**config.mk**
```make
export PLATFORM = sky130hd
export DESIGN_NAME = imem_loader
export DESIGN_NICKNAME = d
export VERILOG_FILES = /design/src/rtl/imem_loader_pkg.sv /design/src/rtl/imem_loader_byte_packer.sv /design/src/rtl/imem_loader.sv
export SDC_FILE = /design/constraint.sdc
export NUM_CORES = 1
export LEC_CHECK = 0
export CAP_MARGIN = 15
export CORE_MARGIN = 10
export CORE_UTILIZATION = 54
export CTS_CLUSTER_SIZE = 25
export DETAILED_ROUTE_END_ITERATION = 8
export PLACE_DENSITY = 0.8
export SYNTH_ARGS = -nofsm -noshare
export SYNTH_HDL_FRONTEND = slang
export SYNTH_HIERARCHICAL = 1
export SYNTH_SLANG_ARGS = --single-unit
```
**constraint.sdc**
```tcl
create_clock -name clk -period 3 [get_ports clk]
set_input_delay 0.9 -clock clk [delete_from_list [all_inputs] [get_ports clk]]
set_output_delay 0.9 -clock clk [all_outputs]
set_load 0.02 [all_outputs]
```
**src/rtl/imem_loader_pkg.sv**
```systemverilog
// Shared constants and state encoding for the instruction-memory loader.
package imem_loader_pkg;

  localparam int XLEN_DEF    = 32;
  localparam int PC_BITS_DEF = 5;

  // All-zero word doubles as the NOP used to pad a short final instruction.
  localparam logic [31:0] NOP_INST = 32'h0000_0000;

  typedef enum logic [1:0] {
    ST_LOAD  = 2'd0,
    ST_FLUSH = 2'd1,
    ST_HOLD  = 2'd2,
    ST_RUN   = 2'd3
  } loader_state_e;

endpackage

```
**src/rtl/imem_loader_byte_packer.sv**
```systemverilog
// Packs accepted bytes little-endian into a word; emits a completed or zero-padded word on the
// accepting cycle.
module imem_byte_packer
  import imem_loader_pkg::*;
#(
  parameter int XLEN = XLEN_DEF
) (
  input  logic            clk,
  input  logic            rst,
  input  logic            clr,
  input  logic            accept,
  input  logic [7:0]      byte_in,
  input  logic            last,
  output logic            word_valid,
  output logic [XLEN-1:0] word
);

  localparam int LANES = XLEN / 8;
  localparam int IW    = $clog2(LANES);

  logic [IW-1:0]   byte_idx_q, byte_idx_d;
  logic [XLEN-1:0] pack_q, pack_d;

  // Lanes above the current index are still zero, so an early 'last' yields NOP padding for free.
  genvar gi;
  generate
    for (gi = 0; gi < LANES; gi++) begin : g_lane
      assign word[8*gi +: 8] = (accept && (byte_idx_q == IW'(gi))) ? byte_in : pack_q[8*gi +: 8];
    end
  endgenerate

  assign word_valid = accept && (last || (byte_idx_q == IW'(LANES - 1)));

  always_comb begin
    byte_idx_d = byte_idx_q;
    pack_d     = pack_q;
    if (clr) begin
      byte_idx_d = '0;
      pack_d     = NOP_INST[XLEN-1:0];
    end else if (accept) begin
      if (word_valid) begin
        byte_idx_d = '0;
        pack_d     = NOP_INST[XLEN-1:0];
      end else begin
        byte_idx_d = byte_idx_q + IW'(1);
        pack_d     = word;
      end
    end
  end

  always_ff @(posedge clk) begin
    if (rst) begin
      byte_idx_q <= '0;
      pack_q     <= NOP_INST[XLEN-1:0];
    end else begin
      byte_idx_q <= byte_idx_d;
      pack_q     <= pack_d;
    end
  end

endmodule

```
**src/rtl/imem_loader.sv**
```systemverilog
// Streams a byte-serial program into instruction memory, holding the cpu in reset until the
// final word is written plus a short settle period.
module imem_loader
  import imem_loader_pkg::*;
#(
  parameter int XLEN        = XLEN_DEF,
  parameter int PC_BITS     = PC_BITS_DEF,
  parameter int HOLD_CYCLES = 3
) (
  input  logic               clk,
  input  logic               rst,
  input  logic               s_valid,
  input  logic [7:0]         s_data,
  input  logic               s_last,
  output logic               s_ready,
  input  logic               reload,
  output logic               imem_we,
  output logic [PC_BITS-1:0] imem_addr,
  output logic [XLEN-1:0]    imem_wdata,
  output logic               cpu_rst,
  output logic               load_done,
  output logic [PC_BITS:0]   word_count,
  output logic               err_overflow
);

  localparam int HW = (HOLD_CYCLES > 1) ? $clog2(HOLD_CYCLES + 1) : 1;
  localparam logic [PC_BITS:0] DEPTH = {1'b1, {PC_BITS{1'b0}}};

  loader_state_e      state_q, state_d;
  logic [HW-1:0]      hold_cnt_q, hold_cnt_d;
  logic               imem_we_q, imem_we_d;
  logic [PC_BITS-1:0] imem_addr_q, imem_addr_d;
  logic [XLEN-1:0]    imem_wdata_q, imem_wdata_d;
  logic [PC_BITS:0]   word_count_q, word_count_d;
  logic               err_overflow_q, err_overflow_d;

  logic            handshake, mem_full, pk_accept, pk_clr, pk_valid;
  logic [XLEN-1:0] pk_word;

  assign handshake = s_valid && (state_q == ST_LOAD);
  assign mem_full  = (word_count_q == DEPTH);
  // Once memory is full, bytes are swallowed without reaching the packer so nothing wraps.
  assign pk_accept = handshake && !mem_full;

  imem_byte_packer #(.XLEN(XLEN)) u_packer (
    .clk        (clk),
    .rst        (rst),
    .clr        (pk_clr),
    .accept     (pk_accept),
    .byte_in    (s_data),
    .last       (s_last),
    .word_valid (pk_valid),
    .word       (pk_word)
  );

  always_comb begin
    state_d        = state_q;
    hold_cnt_d     = hold_cnt_q;
    imem_we_d      = 1'b0;
    imem_addr_d    = imem_addr_q;
    imem_wdata_d   = imem_wdata_q;
    word_count_d   = word_count_q;
    err_overflow_d = err_overflow_q;
    pk_clr         = 1'b0;
    unique case (state_q)
      ST_LOAD: begin
        if (handshake) begin
          if (mem_full) err_overflow_d = 1'b1;
          if (s_last)   state_d        = ST_FLUSH;
        end
        if (pk_valid) begin
          imem_we_d    = 1'b1;
          imem_addr_d  = word_count_q[PC_BITS-1:0];
          imem_wdata_d = pk_word;
          word_count_d = word_count_q + {{PC_BITS{1'b0}}, 1'b1};
        end
      end
      ST_FLUSH: begin
        state_d    = ST_HOLD;
        hold_cnt_d = HW'(HOLD_CYCLES - 1);
      end
      ST_HOLD: begin
        if (hold_cnt_q == '0) state_d    = ST_RUN;
        else                  hold_cnt_d = hold_cnt_q - HW'(1);
      end
      ST_RUN: begin
        if (reload) begin
          state_d        = ST_LOAD;
          word_count_d   = '0;
          err_overflow_d = 1'b0;
          pk_clr         = 1'b1;
        end
      end
      default: state_d = ST_LOAD;
    endcase
  end

  always_ff @(posedge clk) begin
    if (rst) begin
      state_q        <= ST_LOAD;
      hold_cnt_q     <= '0;
      imem_we_q      <= 1'b0;
      imem_addr_q    <= '0;
      imem_wdata_q   <= '0;
      word_count_q   <= '0;
      err_overflow_q <= 1'b0;
    end else begin
      state_q        <= state_d;
      hold_cnt_q     <= hold_cnt_d;
      imem_we_q      <= imem_we_d;
      imem_addr_q    <= imem_addr_d;
      imem_wdata_q   <= imem_wdata_d;
      word_count_q   <= word_count_d;
      err_overflow_q <= err_overflow_d;
    end
  end

  assign s_ready      = (state_q == ST_LOAD);
  assign cpu_rst      = (state_q != ST_RUN);
  assign load_done    = (state_q == ST_RUN);
  assign imem_we      = imem_we_q;
  assign imem_addr    = imem_addr_q;
  assign imem_wdata   = imem_wdata_q;
  assign word_count   = word_count_q;
  assign err_overflow = err_overflow_q;

endmodule

```
==> reports/summary.md <==
The part of the cycle the worst path needs works out to 0.9391. After detailed routing, the number of vias per cell comes to 5.389. CTS placed an instance of clkbuf_8 at the clock tree root. For this design the static power due to leakage is 1.675 nW. Synthesis produced a netlist whose cell count is 406.

The tools report the routed wire length as 9269 um. The multi-input combinational cells in the finished layout cover a total of 1986 um^2. Vertical die dimension: 105.5 um. The number of remaining DRC errors was 0; the synthesized area per cell was 9.723 um^2.

The tightest hold margin was 455.5 ps; the global-route congestion overflow total was 0. Dividing total power by cell area gives a power density of 602.2 nW/um^2. The layout has 594 filler cells. The sort of element at the end of the critical path was an output port.

For the insertion delay to the later sink of the worst-skew pair, the log shows 350 ps. The run gives 6 as the count of warnings emitted by yosys. The run gives 0 as the antenna cell count. The number of sinks handled by clock tree synthesis came out at 83.

The critical path data arrival time came out at 1920 ps. Type of the worst setup path: reg -> out. Total power for the finished layout comes to 2.895 mW. The flow ran to the end, and the final reports show no timing, DRC or antenna violations.

The number of antenna-violating nets in the routed design came out at 0. The number of hold buffers added after CTS was 0. The region available for standard cell placement spans 7176 um^2. The overall track demand over capacity in global routing is 0.1675, and the die width is 105.5 um.

For the count of endpoints failing hold in the final timing report, the log shows 0. In the final layout, flip-flops and latches occupy 1662 um^2. The number of buffer cells added on primary ports is 60. Max-cap violations in this run came to 0. Share of the core filled with cells: 0.6699. The worst path in the final design needs a cycle of 2817 ps, including I/O delays and setup. Of all nets on the critical path, the largest fanout is 12. In this run, synthesis produced a sequential element count of 83.

The number of nets handed over by synthesis was 430. The per-cell routed wire length was 16.23 um; the final weighted congestion of routability-driven global placement was 0.8143. The critical path required time is 2100 ps. The starting density of the core was 0.5501; the number of design-rule violations left by the first detailed-router iteration was 154. The tools report the via count of the first global-routing pass as 3013.

The clock passes through at most 2 buffers. The worst setup path is launched from a flop. The logs give 0.4787 mV for the peak supply drop and 61 for the number of ports placed on the die boundary.

First-pass iteration count of the detailed router: 4. Post-synthesis sequential area ratio: 0.4209. For this run, the post-layout net count is 491. The logs give 3077 for the total via count after detailed routing and 0 for the number of pins with negative max-slew slack in the final report.

The tightest min-delay check is of the reg -> reg type. Including well taps, the total number of placed cells is 555. Entering global routing, the biggest net connects 39 pins.

The clock tree synthesis step divided the H-tree into 3 levels. The number of setup buffers added after CTS is 0. Setup violations remaining at the end of the flow were counted as 0. Timing would allow up to 354.9 MHz.

Gates resized during post-CTS repair numbered 0. The final instance count without filler cells came out at 571. For the pin with the worst max-slew slack, the measured transition is 535.5 ps. The netlist uses 41 different library cells. Worst clock skew on the final layout: 9.735 ps.

In this run the cell area of the synthesized design comes to 3948 um^2. After floorplanning, the core was divided into 31 placement rows. The wire length of the first global-routing pass is 15430 um, and the post-CTS clock slew at the launch and capture registers of the worst setup and hold paths is 80 ps. TritonCTS built the clock tree.

The die area came out at 11130 um^2. The number of clock buffers added by TritonCTS is 9. Setup repair after global routing left no endpoint under its margin. The area growth from synthesis to layout is 21.77%.

The detailed placer's ending HPWL was 6678 um. The worst max-slew margin expressed relative to the limit was 0.6430; the share of final-layout standard cells stronger than drive strength 1 was 0.2140. The initial antenna violation count came out at 0. Setup TNS after final layout: 0 ps.
-- report_power, final --
part	switching, mW	internal [mW]	leakage (nW)
clock network	0.395	0.410	0.0957
registers	0.0456	1.16	0.670
logic	0.538	0.344	0.909
-- worst paths after layout --
kind                 startpoint        endpoint  slack [ps]  cells past startpoint
setup / recovery     state_q[0]         s_ready         180                      3
setup reg to reg  word_count[0]  imem_wdata[24]         670                     11
hold reg to reg   imem_wdata[1]   imem_wdata[1]         460                      2
hold / removal    imem_wdata[1]   imem_wdata[1]         460                      2
-- registers in the layout, indices dropped and copies added (netlist names) --
name / count
err_overflow: 1
hold_cnt_q: 2
imem_addr: 5
imem_wdata: 32
imem_we: 1
state_q: 2
u_packer/byte_idx_q: 2
u_packer/pack_q: 32
word_count: 6
-- per-layer routing --
| metal | vias to the layer above | routed length [um] | GRT usage |
|---|---|---|---|
| met2 | 94 | 4418 | 0.2738 |
| met5 | - | 0 | 0 |
| met1 | 1461 | 4066 | 0.2039 |
| li1 | 1509 | - | - |
| met4 | 0 | 161 | 0.07060 |
| met3 | 13 | 623 | 0.04446 |
-- cell usage in the layout (no fill, tap or decap), types with 8 or more instances in the layout --
master            n
clkdlybuf4s50_1  59
inv_1            35
nand2_1          79
a21oi_1          43
mux2_2           29
or3b_2            8
dfxtp_1          83
nor3b_1           9
buf_4            14
clkbuf_8         10
ha_1             11
nor2_1           11
o32ai_2          24
-- layout make-up --
| cell class | count | share of cell area |
|---|---|---|
| Clock inverter | 5 | 0.01301 |
| Sequential cell | 83 | 0.3457 |
| Clock buffer | 11 | 0.02941 |
| Timing Repair Buffer | 74 | 0.1458 |
| Inverter | 35 | 0.02733 |
| Tap cell | 99 | 0.02577 |
| Multi-Input combinational cell | 264 | 0.4131 |
-- metrics by stage --
stage,worst slack (ps),cell area [um^2]
final,182.6,4807
after global routing,77.65,4807
after CTS,175.0,4807
after detailed placement,339.4,4603
after global placement,395.8,4603
after floorplan,482.3,3948
-- synth_stat cells --
library cell  count  share of area
a2111oi_4         1         0.0070
a211oi_1          2         0.0038
a21oi_1          43          0.055
and2_1            1         0.0016
and2b_4           1         0.0025
buf_1             1        0.00095
buf_12            2          0.010
buf_2             9          0.011
buf_4             3         0.0057
buf_6             3         0.0086
clkbuf_1          5         0.0048
clkbuf_2          1         0.0013
dfxtp_1          83           0.42
ha_1             11          0.035
inv_1            35          0.033
mux2_1            4          0.011
mux2_2           29          0.083
mux2i_1           2         0.0051
nand2_1          79          0.075
nand2_4           4          0.011
nand2b_1          2         0.0032
nand3_1           4         0.0051
nand4_1           2         0.0032
nand4bb_1         4          0.011
nor2_1           11          0.010
nor2b_1           3         0.0048
nor3_1            4         0.0051
nor3b_1           9          0.017
nor4_1            1         0.0016
nor4b_2           1         0.0038
o21a_1            1         0.0019
o21ai_0           2         0.0025
o21bai_1          1         0.0019
o31a_2            2         0.0051
o31a_4            1         0.0044
o31ai_1           1         0.0019
o32ai_2          24          0.099
or2_1             1         0.0016
or3b_2            8          0.018
or4b_1            1         0.0025
xnor2_1           4         0.0089
-- critical path, stage by stage (launching register included) --
cell	delay, ps
dfxtp_1	350
inv_1	90
ha_1	440
clkdlybuf4s50_1	700
-- cells by family (layout without fill, tap and decap cells) --
logic type | count (synthesis) | count (layout) | synth area share
simple gates | 136 | 136 | 0.1781
flops | 83 | 83 | 0.4209
compound gates | 78 | 78 | 0.1819
buf+inv | 59 | 125 | 0.07607
mux | 35 | 35 | 0.09921
fa+ha+maj | 11 | 11 | 0.03486
xor+xnor | 4 | 4 | 0.008874
No activity file was read; power rests on OpenSTA's default activity.
==> variant 1, RTL diff (same flow settings) <==
The parameter `HOLD_CYCLES` goes from 3 to 2.
--- a/src/rtl/imem_loader.sv
+++ b/src/rtl/imem_loader.sv
@@ -5,7 +5,7 @@
 #(
   parameter int XLEN        = XLEN_DEF,
   parameter int PC_BITS     = PC_BITS_DEF,
-  parameter int HOLD_CYCLES = 3
+  parameter int HOLD_CYCLES = 2
 ) (
   input  logic               clk,
   input  logic               rst,
Function: changed (Yosys sat finds a counterexample within 10 cycles, from zero or initial values and one cycle with rst high).
==> variant 1 against the original RTL <==
- final area down 0.44%
- wire length up 1.9%
- sequential power about the same
- synthesized area down 0.29%
- clock power down 3.8%
- worst setup slack better by 0.047 ns
- sequential cell count unchanged
- power down 1.9%
- sequential share of layout area up 0.15 points
- register-to-register slack better by 0.06 ns
- critical path type unchanged
- largest cell class unchanged
==> variant 1: results (changes against the original RTL) <==
routability cong. 0.800 (-1.8%); worst reg2reg setup slack 0.73 ns (+0.06 ns); vias in the first global route 3114 (+3.4%); share of post-route cells with drive strength above 1 20.3% (-1.1 points); FF-to-FF End imem_wdata[14]; combinational gate power 0.853 mW (-3.3%); worst vdd ir 582 uV (+22%); drt first-iter violations 129 (-16%); worst skew pair latency 0.34 ns; final WL 9450 um (+1.9%); overall routing resource usage 16.8% (+0.083 points); DP HPWL 6630 um (-0.71%); final worst setup slack 0.229 ns (+0.0469 ns); Post-Place Cell Area 0.00459 mm2 (-0.19%); Root Driver clkbuf_8; worst setup path end s_ready; maximum fanout along the worst path 12 (unchanged); WHS Endpoint imem_wdata[5]; power share of the combinational group 30.0% (-0.5 points); Netlist cell types 40 (-2.4%); hold_sp imem_wdata[5]; Min Hold Slack 0.455 ns (-0.000858 ns); Area contributors post-synth dfxtp_1 (42%), o32ai_2 (9.9%), mux2_2 (8.3%); cell count after synthesis 409 (+0.74%); fillcell total 583 (-1.9%); dpl cells 555 (unchanged); Clock Tree Buf Depth 2 (unchanged); H-tree Lvls 3 (unchanged); Final Skew 0.00892 ns (-0.000819 ns); outcome completed; DR pass1 iterations 5 (+1); Vias 3082 (+0.16%); sequential share of the synthesized area 42.2% (+0.12 points); number of cells on the worst reg-to-reg path 11 (unchanged); first-pass GRT wire length 15400 um (about the same); relative max-transition margin 63.2% (-1.1 points); routed len/inst 16.5 um (+1.9%); Layout Nets 491 (unchanged); Crit. Startpoint state_q[0]; Clk pwr share 27.3% (-0.5 points); Slowest-stage cell, CP clkdlybuf4s50_1; Syn Nets 433 (+0.70%); Worst-path clk slew 0.08 ns (about the same); top post-synthesis cells by count dfxtp_1 (83), nand2_1 (82), a21oi_1 (43), inv_1 (35), mux2_2 (29); Leakage 1.68 nW (about the same); Switching Share 34.1% (+0.26 points); pre-CTS WS 0.319 ns (-0.0205 ns); antenna violations before repair 0 (unchanged); Data arrival, critical path 1.87 ns (-0.05 ns)
[variant 1: logic make-up after synthesis]
family / Yosys count / share of synthesized area, %
simple gates: 138 / 17.9
mux: 35 / 9.95
compound gates: 79 / 17.9
xor+xnor: 4 / 0.890
fa+ha+maj: 11 / 3.50
buf+inv: 59 / 7.63
flops: 83 / 42.2
[variant 1: routing by layer]
layer | wire, um | GRT usage (%) | vias to the layer above | part of all wire, %
met2 | 4760 | 28.9 | 69 | 50
met4 | 131 | 5.88 | 0 | 1.4
met5 | 0 | 0 | - | 0
li1 | - | - | 1510 | -
met3 | 518 | 4.81 | 9 | 5.5
met1 | 4040 | 19.5 | 1494 | 43
[variant 1: cell type report]
type / count / area [um2] / area share, %
clock buffers: 10 / 128 / 2.67
well taps: 99 / 124 / 2.59
inverters: 35 / 131 / 2.75
multi-input cells: 267 / 1970 / 41.3
clock inverters: 6 / 63.8 / 1.33
repair buffers: 71 / 703 / 14.7
flip-flops and latches: 83 / 1660 / 34.7
==> variant 2, RTL diff (same settings) <==
Without the edit above. The 4 states of `loader_state_e` get a one-hot encoding in 4 bits.
--- a/src/rtl/imem_loader_pkg.sv
+++ b/src/rtl/imem_loader_pkg.sv
@@ -7,11 +7,11 @@
   // All-zero word doubles as the NOP used to pad a short final instruction.
   localparam logic [31:0] NOP_INST = 32'h0000_0000;
 
-  typedef enum logic [1:0] {
-    ST_LOAD  = 2'd0,
-    ST_FLUSH = 2'd1,
-    ST_HOLD  = 2'd2,
-    ST_RUN   = 2'd3
+  typedef enum logic [3:0] {
+    ST_LOAD  = 4'b0001,
+    ST_FLUSH = 4'b0010,
+    ST_HOLD  = 4'b0100,
+    ST_RUN   = 4'b1000
   } loader_state_e;
 
 endpackage
Function: no difference found for any inputs over 10 cycles, from zero or initial values and one cycle with rst high; not proved beyond that.
==> variant 2 against the original RTL <==
- worst setup slack better by 0.037 ns
- synthesized area up 4.7%
- maximum frequency up 1.3%
- synthesized cell count up 4.2%
- critical endpoint is now load_done
- final cell count up 0.53%
- wire length up 14%
- clock skew down 0.0017 ns
- highest routed layer unchanged
- sequential cell count up 2
- final area up 4.0%
Power is not compared: it rests on default switching activity, and its combinational part moved more than twofold at a synthesized area within 25%.
==> variant 2: results (changes against the original RTL) <==
outcome completed; share of post-route cells with drive strength above 1 21.1% (-0.35 points); Root Driver clkbuf_8; Area contributors post-synth dfxtp_1 (41%), o32ai_2 (9.4%), mux2_2 (7.6%); pre-CTS WS 0.192 ns (-0.147 ns); routed len/inst 18.4 um (+13%); Vias/cell 5.95 (+10%); fillcell total 569 (-4.2%); Layout Nets 491 (unchanged); Max Cap Viol 0 (unchanged); antenna-violating nets left 0 (unchanged); Netlist cell types 52 (+27%); DP HPWL 7160 um (+7.2%); CTS-repair resized insts 1 (+1); Top Family by Delay on Critical Path buffers and inverters; maximum fanout along the worst path 9 (-3); worst flop-to-flop path startpoint state_q[1]; Post-synth EDFFs 0 (unchanged); overall routing resource usage 18.3% (+1.5 points); worst vdd ir 327 uV; Hold Crit Class reg -> reg; Worst-path clk slew 0.07 ns; dpl cells 559 (+0.72%); DR pass1 iterations 4 (unchanged); asr flop ratio synth 0% (unchanged); Post-Place Cell Area 0.00478 mm2 (+3.8%); postcts setup bufs 0 (unchanged); hold_sp hold_cnt_q[1]; Ant. Diodes 0 (unchanged); Data arrival, critical path 1.88 ns (-0.04 ns); relative max-transition margin 67.2% (+2.9 points); clock buffer count from CTS 9 (unchanged); WHS Endpoint hold_cnt_q[1]; top post-synthesis cells by count dfxtp_1 (85), a21oi_1 (44), nand3_1 (39), inv_1 (36), o21ai_1 (31); non-filler cells, final 574 (+0.53%); Hold Crit Depth 2 (unchanged); largest net degree at the start of global routing 45 (+15%); worst reg2reg setup slack 0.53 ns (-0.14 ns); routability cong. 0.822 (+0.98%); drt first-iter violations 205 (+33%); sequential share of the synthesized area 41.2% (-0.93 points); antenna violations before repair 0 (unchanged); first-pass GRT wire length 17100 um (+11%); H-tree Lvls 3 (unchanged); Final Skew 0.00805 ns (-0.00168 ns); number of cells on the worst reg-to-reg path 9 (-2); Synth warnings 6 (unchanged); Syn Nets 443 (+3.0%); CP max stage delay 0.68 ns (-0.02 ns); input/output buffers 60 (unchanged); FF-to-FF End word_count[4]; Syn Area/Cell 9.77 um2 (+0.51%); Clock Tree Buf Depth 2 (unchanged); vias in the first global route 3328 (+10%); Leakage 1.69 nW
variant 2: logic make-up (layout without fill, tap and decap cells):
family | count (synthesis) | count (layout) | share of synthesized area, %
AND/OR/NAND/NOR | 99 | 99 | 15.6
AO/OA/AOI/OAI | 126 | 126 | 23.7
adder cells (fa/ha/maj) | 7 | 7 | 2.12
buffers and inverters | 73 | 125 | 8.41
flip-flops | 85 | 85 | 41.2
multiplexers | 33 | 33 | 8.99
variant 2: tightest hold or removal path, stage by stage (launching register included):
cell and delay [ns]:
dfxtp_1 0.30, inv_1 0.06, a211oi_1 0.06
variant 2: worst max path at each step:
stage / startpoint / endpoint / slack, ns / cells past startpoint
after floorplan: state_q[2] / word_count[4] / 0.004 / 14
after global placement: s_valid / word_count[4] / 0.25 / 8
after detailed placement: s_valid / word_count[4] / 0.19 / 8
after CTS: state_q[1] / s_ready / 0.05 / 3
after global routing: state_q[3] / load_done / 0.07 / 2
final: state_q[3] / load_done / 0.22 / 2
variant 2: cell type report:
type / count / area share (%)
timing repair buffer: 73 / 14.4
clock buffer: 11 / 2.83
inverter: 37 / 2.78
tap: 99 / 2.48
multi-input combinational: 265 / 42.0
sequential: 85 / 34.0
clock inverter: 4 / 1.45
variant 2: layer usage:
layer	share of wire (%)	vias up	wire (um)	GRT usage [%]
li1	-	1646	-	-
met1	42	1657	4450	21.0
met2	49	93	5210	30.8
met3	6.4	20	679	5.99
met4	2.3	0	238	6.77
met5	0	-	0	0
variant 2: per-stage QoR:
step	hold WS, ns	power [mW]	utilization, %
2_1_floorplan	0.444	1.37	-
3_3_place_gp	0.459	1.45	65.1
3_5_place_dp	0.463	1.46	65.1
4_1_cts	0.473	2.32	68.2
5_1_grt	0.485	2.39	68.2
6_report	0.474	2.31	68.2
variant 2: power breakdown:
group	switching, mW	internal [mW]
combinational	0.177	0.101
sequential	0.0132	1.14
clock	0.385	0.486
